<file path="config.mk">
export PLATFORM = sky130hd
export DESIGN_NAME = tail_light_decoder
export DESIGN_NICKNAME = d
export VERILOG_FILES = /design/src/rtl/tail_light_decoder.sv
export SDC_FILE = /design/constraint.sdc
export NUM_CORES = 1
export LEC_CHECK = 0
export BUFFER_PORTS_ARGS = -buffer_cell sky130_fd_sc_hd__buf_2
export CAP_MARGIN = 5
export CORE_MARGIN = 10
export CORE_UTILIZATION = 55
export CTS_BUF_LIST = sky130_fd_sc_hd__clkbuf_8
export DETAILED_ROUTE_END_ITERATION = 10
export PLACE_DENSITY_LB_ADDON = 0.3
export SYNTH_ARGS = -nofsm -noshare
export SYNTH_HDL_FRONTEND = slang
export SYNTH_SLANG_ARGS = --single-unit
</file>
<file path="constraint.sdc">
create_clock -name clk -period 4.3 [get_ports clk]
set_input_delay 0.43 -clock clk [delete_from_list [all_inputs] [get_ports clk]]
set_output_delay 0.43 -clock clk [all_outputs]
set_load 0.03 [all_outputs]
</file>
<file path="src/rtl/tail_light_decoder.sv">
// Turn-signal lamp monitor: rebuilds idle/left/right/hazard mode from l/r lamp steps and flags illegal sequences.
// One clock of latency; pure observer, so inputs are never stalled and every sample is judged.
module tail_light_decoder #(
  parameter int STEP_CYCLES  = 1,
  parameter int IDLE_TIMEOUT = 8,
  parameter int CNT_W        = 8
) (
  input  logic             clk,
  input  logic             reset,
  input  logic [2:0]       l,
  input  logic [2:0]       r,
  output logic [1:0]       mode,
  output logic             mode_valid,
  output logic             cycle_done,
  output logic             seq_error,
  output logic [CNT_W-1:0] cycle_count,
  output logic [CNT_W-1:0] err_count
);

  localparam logic [3:0] S_IDLE   = 4'd0;
  localparam logic [3:0] S_L1     = 4'd1;
  localparam logic [3:0] S_L2     = 4'd2;
  localparam logic [3:0] S_L3     = 4'd3;
  localparam logic [3:0] S_R1     = 4'd4;
  localparam logic [3:0] S_R2     = 4'd5;
  localparam logic [3:0] S_R3     = 4'd6;
  localparam logic [3:0] S_HZ     = 4'd7;
  localparam logic [3:0] S_RESYNC = 4'd8;

  localparam int HOLD_W = $clog2(STEP_CYCLES + 1);
  localparam int IDLE_W = $clog2(IDLE_TIMEOUT + 1);

  localparam logic [HOLD_W-1:0] HOLD_MAX  = HOLD_W'(STEP_CYCLES);
  localparam logic [IDLE_W-1:0] IDLE_MAX  = IDLE_W'(IDLE_TIMEOUT);
  localparam logic [IDLE_W-1:0] IDLE_LAST = IDLE_W'(IDLE_TIMEOUT - 1);

  // Lamp patterns as {l, r}
  localparam logic [5:0] P_OFF = 6'b000_000;
  localparam logic [5:0] P_L1  = 6'b001_000;
  localparam logic [5:0] P_L2  = 6'b011_000;
  localparam logic [5:0] P_L3  = 6'b111_000;
  localparam logic [5:0] P_R1  = 6'b000_001;
  localparam logic [5:0] P_R2  = 6'b000_011;
  localparam logic [5:0] P_R3  = 6'b000_111;
  localparam logic [5:0] P_HZ  = 6'b111_111;

  logic [3:0]        state, state_n;
  logic [HOLD_W-1:0] hold, hold_n;
  logic [IDLE_W-1:0] idle_cnt, idle_n;
  logic [1:0]        mode_n;
  logic              valid_n, done_n, err_n;
  logic [CNT_W-1:0]  cyc_n, errc_n;

  logic [5:0] pat;
  logic [5:0] cur_p, nxt_p;
  logic [3:0] adv_state;
  logic       terminal;
  logic [1:0] term_mode;

  assign pat = {l, r};

  // Per-step expectations: pattern being held, pattern that legally follows it.
  always_comb begin
    cur_p     = P_OFF;
    nxt_p     = P_OFF;
    adv_state = S_IDLE;
    terminal  = 1'b0;
    term_mode = 2'b00;
    case (state)
      S_L1: begin cur_p = P_L1; nxt_p = P_L2; adv_state = S_L2; end
      S_L2: begin cur_p = P_L2; nxt_p = P_L3; adv_state = S_L3; end
      S_L3: begin cur_p = P_L3; nxt_p = P_OFF; terminal = 1'b1; term_mode = 2'b01; end
      S_R1: begin cur_p = P_R1; nxt_p = P_R2; adv_state = S_R2; end
      S_R2: begin cur_p = P_R2; nxt_p = P_R3; adv_state = S_R3; end
      S_R3: begin cur_p = P_R3; nxt_p = P_OFF; terminal = 1'b1; term_mode = 2'b10; end
      S_HZ: begin cur_p = P_HZ; nxt_p = P_OFF; terminal = 1'b1; term_mode = 2'b11; end
      default: ;
    endcase
  end

  always_comb begin
    logic fault;
    fault   = 1'b0;
    state_n = state;
    hold_n  = hold;
    idle_n  = idle_cnt;
    mode_n  = mode;
    valid_n = mode_valid;
    done_n  = 1'b0;
    err_n   = 1'b0;
    cyc_n   = cycle_count;
    errc_n  = err_count;

    case (state)
      S_IDLE: begin
        if (pat == P_OFF) begin
          if (idle_cnt != IDLE_MAX) idle_n = idle_cnt + IDLE_W'(1);
          if (idle_cnt >= IDLE_LAST) mode_n = 2'b00;
        end else if (pat == P_L1 || pat == P_R1 || pat == P_HZ) begin
          state_n = (pat == P_L1) ? S_L1 : (pat == P_R1) ? S_R1 : S_HZ;
          hold_n  = HOLD_W'(1);
          idle_n  = '0;
        end else begin
          fault = 1'b1;
        end
      end
      S_RESYNC: begin
        if (pat == P_OFF) begin
          state_n = S_IDLE;
          idle_n  = '0;
        end
      end
      default: begin
        if (pat == cur_p) begin
          if (hold < HOLD_MAX) hold_n = hold + HOLD_W'(1);
          else                 fault  = 1'b1;
        end else if (pat == nxt_p && hold == HOLD_MAX) begin
          if (terminal) begin
            state_n = S_IDLE;
            hold_n  = '0;
            idle_n  = '0;
            mode_n  = term_mode;
            valid_n = 1'b1;
            done_n  = 1'b1;
            cyc_n   = cycle_count + CNT_W'(1);
          end else begin
            state_n = adv_state;
            hold_n  = HOLD_W'(1);
          end
        end else begin
          fault = 1'b1;
        end
      end
    endcase

    if (fault) begin
      state_n = S_RESYNC;
      hold_n  = '0;
      idle_n  = '0;
      valid_n = 1'b0;
      err_n   = 1'b1;
      if (err_count != {CNT_W{1'b1}}) errc_n = err_count + CNT_W'(1);
    end
  end

  always_ff @(posedge clk or posedge reset) begin
    if (reset) begin
      state       <= S_IDLE;
      hold        <= '0;
      idle_cnt    <= '0;
      mode        <= 2'b00;
      mode_valid  <= 1'b0;
      cycle_done  <= 1'b0;
      seq_error   <= 1'b0;
      cycle_count <= '0;
      err_count   <= '0;
    end else begin
      state       <= state_n;
      hold        <= hold_n;
      idle_cnt    <= idle_n;
      mode        <= mode_n;
      mode_valid  <= valid_n;
      cycle_done  <= done_n;
      seq_error   <= err_n;
      cycle_count <= cyc_n;
      err_count   <= errc_n;
    end
  end

endmodule

</file>
Word-level counts from Yosys, hierarchy flattened
Cells that the tools add are included.
Operators by class
  add/subtract/negate cells: 4
  magnitude comparators: 2
  eq/ne operators: 28
  multiplexer cells: 53
  bitwise operators: 3
  reduce and logical (&&, ||, !) cells: 21
Operator list (number)
  $mux W4: 14
  $pmux W6 S7: 1
  $pmux W6 S4: 1
  $mux W1: 23
  $add A8 B1 Y8 const B: 2
  $eq A4 B3 Y1 const B: 4
  $pmux W4 S2: 2
  $eq A6 B6 Y1: 2
  $mux W2: 6
  $ne A4 B4 Y1 const B: 3
  $pmux W3 S4: 1
  $reduce_and A6 Y1: 2
  $reduce_bool A4 Y1: 3
  $reduce_and A5 Y1: 2
  $ne A3 B3 Y1 const B: 3
  $eq A4 B2 Y1 const B: 2
  $ne A4 B1 Y1 const B: 2
  $ne A8 B8 Y1 const B: 1
  $reduce_and A4 Y1: 2
  $reduce_bool A2 Y1: 4
  $eq A6 B1 Y1 const B: 1
  $eq A6 B4 Y1 const B: 1
  $eq A6 B6 Y1 const B: 1
  $logic_not A6 Y1: 1
  19 further kinds: 27
Storage, ports and cells
  bits in registers: 30
  bits of input ports: 8
  output and inout port bits: 21
  word-level logic and storage cells: 120

Logic depth before layout (Yosys ltp)
  depth in word-level cells: 9
  mapped depth: 10
  depth with buffers taken out: 8

Least setup slack after synthesis
No wires, ideal clock.
  path type: reg-to-reg
  start point: reg state[0]
  end point: reg cycle_count[6]
  setup time: 0.133 ns
  arrival time: 2.296 ns
  data required time: 4.167 ns
  slack: 1.871 ns
  cell stages (with the launch flop): 10
  buffers on the path: 2
  clock period less this slack: 2.429 ns
  cell sequence: dfrtp_1 buf_4 or3b_1 a211o_1 a311o_1 nor4_4 buf_4 and3_1 nand4_1 xnor2_1
Between the ends
  cells in the longest elaborated chain, start to end: 5
  elaborated cells on any way between the ends: 20
  those cells by class: eq/ne: 10; mux: 3; bitwise: 2; reduce/logical: 5
RTL lines
  start: declaration: line 47  | logic [3:0] state, state_n;
  start signal: assignment: line 158  | state <= state_n;
  $eq A4 B3 Y1 (tied with other cells): line 69  | case (state)
  $pmux W6 S7 or $pmux W6 S4 (tied branches): line 69
  $eq A6 B6 Y1, on equally long branches: line 114, 117
  $not A1 Y1 (no source line) or $logic_and A1 B1 Y1 (tied branches)
  $reduce_and A4 Y1 (no source line) (*)
  end signal: assignment: line 165  | cycle_count <= cyc_n;
  end: declaration: line 16  | output logic [CNT_W-1:0] cycle_count,
Mark *: on every way between the ends. The rest lies on a longest branch, timed or not.
A chain may end at the register's enable or synchronous reset.

Worst setup path in the final report
  start point: reg state[1]
  end point: reg idle_cnt[2]
Between the ends
  cells in the longest elaborated chain, start to end: 9
  elaborated cells on any way between the ends: 28
  those cells by class: eq/ne: 14; mux: 8; reduce/logical: 6
RTL lines
  $eq A4 B3 Y1 (tied with other cells): line 69
  $pmux W6 S4: line 69
  $eq A6 B6 Y1: line 117  | end else if (pat == nxt_p && hold == HOLD_MAX) begin
  $logic_and A1 B1 Y1: line 117
  $mux W1: line 117
  $mux W1: line 114  | if (pat == cur_p) begin
  $pmux W1 S2: line 94  | case (state)
  $ne A4 B1 Y1 (no source line) (tied with other cells)
  $reduce_and A6 Y1 (no source line)
  end signal: assignment: line 160  | idle_cnt <= idle_n;
  end: declaration: line 49  | logic [IDLE_W-1:0] idle_cnt, idle_n;
Several ways; a longest one is shown, not always the timed one.

==> key figures <==
Setup path
  – CP Class: register to register
  – Req. time, crit path: around 4500 ps
  – Max stage delay on crit path: about 720 ps
  – CP delay by family, top: compound AO/OA/AOI/OAI gates
  – Worst path bufs/invs: 0
  – Worst setup SP type: register
  – Critical Path AT: approximately 3200 ps
  – Setup crit end kind: register
  – Worst path slowest cell: dfrtp_1
  – Worst path depth: 7
  – Crit path cell chain: nor2b_1 > nand4_1 > a32o_1 > or2_1 > o221ai_2 > nor4_2 > a221o_1
  – Crit-path max FO: 20
  – Worst Reg2Reg Path Length in Cells: 7

Synthesis
  – Simple logic cell fraction of the synthesized area: between 20% and 30%
  – Synth cell types: between 50 and 60
  – Post-Synth XOR/XNOR Area: under 10%
  – Synth Register Bits: 30
  – Synth Area in Compound Gates: about 16%
  – Post-Synthesis Cell Area: approximately 0.0018 sq mm
  – Leading area contributor after synthesis: dfrtp_1
  – Primary FF master, synth: dfrtp_1
  – Adder-cell share of the synthesized area: between 2 and 3%
  – Post-synthesis mux area share: under 10%
  – Post-synth top cells: dfrtp_1 (30), nand2_1 (19), nor2_1 (16), xnor2_1 (15), nand3_1 (10)
  – Cells after Synth: between 150 and 200
  – Combinational family with the most area after synthesis: simple AND/OR/NAND/NOR gates
  – Post-synthesis average cell area: between 9 and 10 sq um
  – Async set or reset register ratio after synthesis: between 90% and 100%
  – Syn nets: 207
  – Yosys top cell area share: between 40% and 50%
  – Seq/Total Area, Yosys: between 40% and 50%
  – Most common cell in the netlist: dfrtp_1
  – Synth area leaders: dfrtp_1 (41%), xnor2_1 (7.2%), nand2_1 (3.9%)
  – Post-synth EDFFs: 0
  – Ys Warns: 0

Clock tree
  – CTS Buf Count: 5
  – CTS tree: built
  – # H-tree levels: 2
  – Reg clk slew, reported paths: 60 ps
  – CTS resizes: 0
  – TritonCTS Sinks: 30
  – Clock Latency Late Sink: ~270 ps
  – Hold Buf Count CTS: 0
  – Deepest clock path buffer count: 2
  – Clock root buffer: clkbuf_8
  – Postcts setup bufs: 0

Die
  – Die ar.: approximately 0.006 sq mm
  – Io pins: 29
  – Die Span Y: between 70 and 80 um
  – Initial Util: a little under 60%
  – Core Box Area: around 0.0031 sq mm
  – DIE WIDTH: 77.5 um
  – Cell Rows: 20

Cells and area
  – Antenna cell count: 0
  – Design area: between 0.002 and 0.0025 sq mm
  – Layout area overhead: 14.3%
  – Final layout net count: between 200 and 250
  – Sequential cell area: roughly 750 sq um
  – Filler cells: 284
  – Fraction of layout instances using a drive strength above 1: a little under a fifth
  – Multi-input logic area: roughly 0.0010 sq mm
  – Core Util, Final: 67.0%

Timing
  – Final hold slack: around 420 ps
  – Worst Tran Pin Value: about 1100 ps
  – RSZ-0062 raised after global routing: false
  – Final setup vio count: 0
  – Fin Setup TNS: 0 ps
  – Tmin final: ~3000 ps
  – Final Max Slew Viols: 0
  – Post-route setup slack: between 1000 and 1500 ps
  – Fmax: approximately 0.33 GHz
  – Slew margin rel.: approximately 29%
  – Fin crit share: 71.5%
  – Final Hold Fails: 0
  – Fin Clk Skew: roughly 2.9 ps

Job
  – Max Cap Viol: 0

Route
  – Drt first pass iters: 4
  – Antenna viol nets, final: 0
  – Vias: 1545
  – Final WL: 4020 um
  – Drt wl/cell: roughly 15 um
  – Vias per std cell: 5.85
  – DRC Markers: 0
  – Detailed router's first-iteration violation count: around 150

Global route
  – Total track usage: between 10% and 20%
  – Initial antenna violation count: 0
  – Remaining global-route overflow: 0
  – Vias in the first global route: 1539
  – First-pass GRT wire length: slightly above 7000 um
  – Pin count of the biggest net entering global routing: 31

Placement
  – GPL Wtd Cong: about 0.9
  – IO Port Bufs: 28
  – Worst slack at placement: approximately 1300 ps
  – DPL Wire Length: a little over 3000 um
  – Post-place instance area: 0.00197 sq mm

Power and ir drop
  – Leak: 0.930 nW
  – VDD IR max: approximately 0.41 mV
  – PD cells: around 580 mW/mm^2

Status
  – Outcome: complete, no violations

Hold path
  – Hold Crit Class: input pin to async pin
cell usage in the layout (no fill, tap or decap), types with 6 or more instances in the layout:
cell type	count
xnor2_1	15
nor2_1	16
nor2b_1	6
o21ai_0	6
nand4_1	6
nand3_1	10
clkbuf_8	6
nor3_1	7
dfrtp_1	30
nand2_1	19
buf_2	28
cell type report:
| class | instances | share of cell area, % |
|---|---|---|
| clock inverters | 1 | 1.44 |
| well taps | 44 | 2.65 |
| inverters | 5 | 0.903 |
| multi-input cells | 150 | 48.2 |
| flip-flops and latches | 30 | 36.1 |
| clock buffers | 6 | 3.97 |
| repair buffers | 28 | 6.74 |
sequential cells by signal, indices dropped and copies added, names as in the netlist, 2 cells and up:
signal and count:
idle_cnt 4, cycle_count 8, err_count 8, mode 2
state 4
worst paths after layout:
check	from	end	slack (ps)
worst max-delay path	state[1]	idle_cnt[2]	1230
worst min-delay path	reset	err_count[7]	420
worst max register to register	state[1]	idle_cnt[2]	1230
worst min register to register	cycle_count[7]	cycle_count[7]	460
max in group asynchronous	reset	idle_cnt[1]	3240
min in group clk	cycle_count[7]	cycle_count[7]	460
worst reg2reg max path: cells and delay by family (launching register included):
kind             cells  cell delay [ps]
flip-flops           1              720
AND/OR/NAND/NOR      4             1030
AO/OA/AOI/OAI        3             1210
stage by stage:
step | power, mW | instances
2_1_floorplan | 0.812 | 195
3_3_place_gp | 0.914 | 257
3_5_place_dp | 0.927 | 257
4_1_cts | 1.21 | 264
5_1_grt | 1.29 | 264
6_report | 1.21 | 264
layer usage:
layer | vias up | wire [um] | global-route usage [%] | part of all wire [%]
li1 | 754 | - | - | -
met1 | 719 | 1650 | 16.4 | 41
met2 | 60 | 1970 | 22.6 | 49
met3 | 12 | 329 | 5.30 | 8.2
met4 | 0 | 74 | 5.47 | 1.8
met5 | - | 0 | 0 | 0
cells by family after synthesis:
logic type                 after synthesis
AOI/OAI and AO/OA                       39
xor gates and xnor gates                16
adders and majority gates                4
buffers and inverters                   15
DFF                                     30
muxes                                    5
and+or+nand+nor                         86
report_power, final:
group	leakage [nW]	switching, mW	internal (mW)
clock	0.0573	0.0967	0.185
sequential	0.398	0.107	0.341
combinational	0.475	0.298	0.182
No activity file was read; power rests on OpenSTA's default activity.
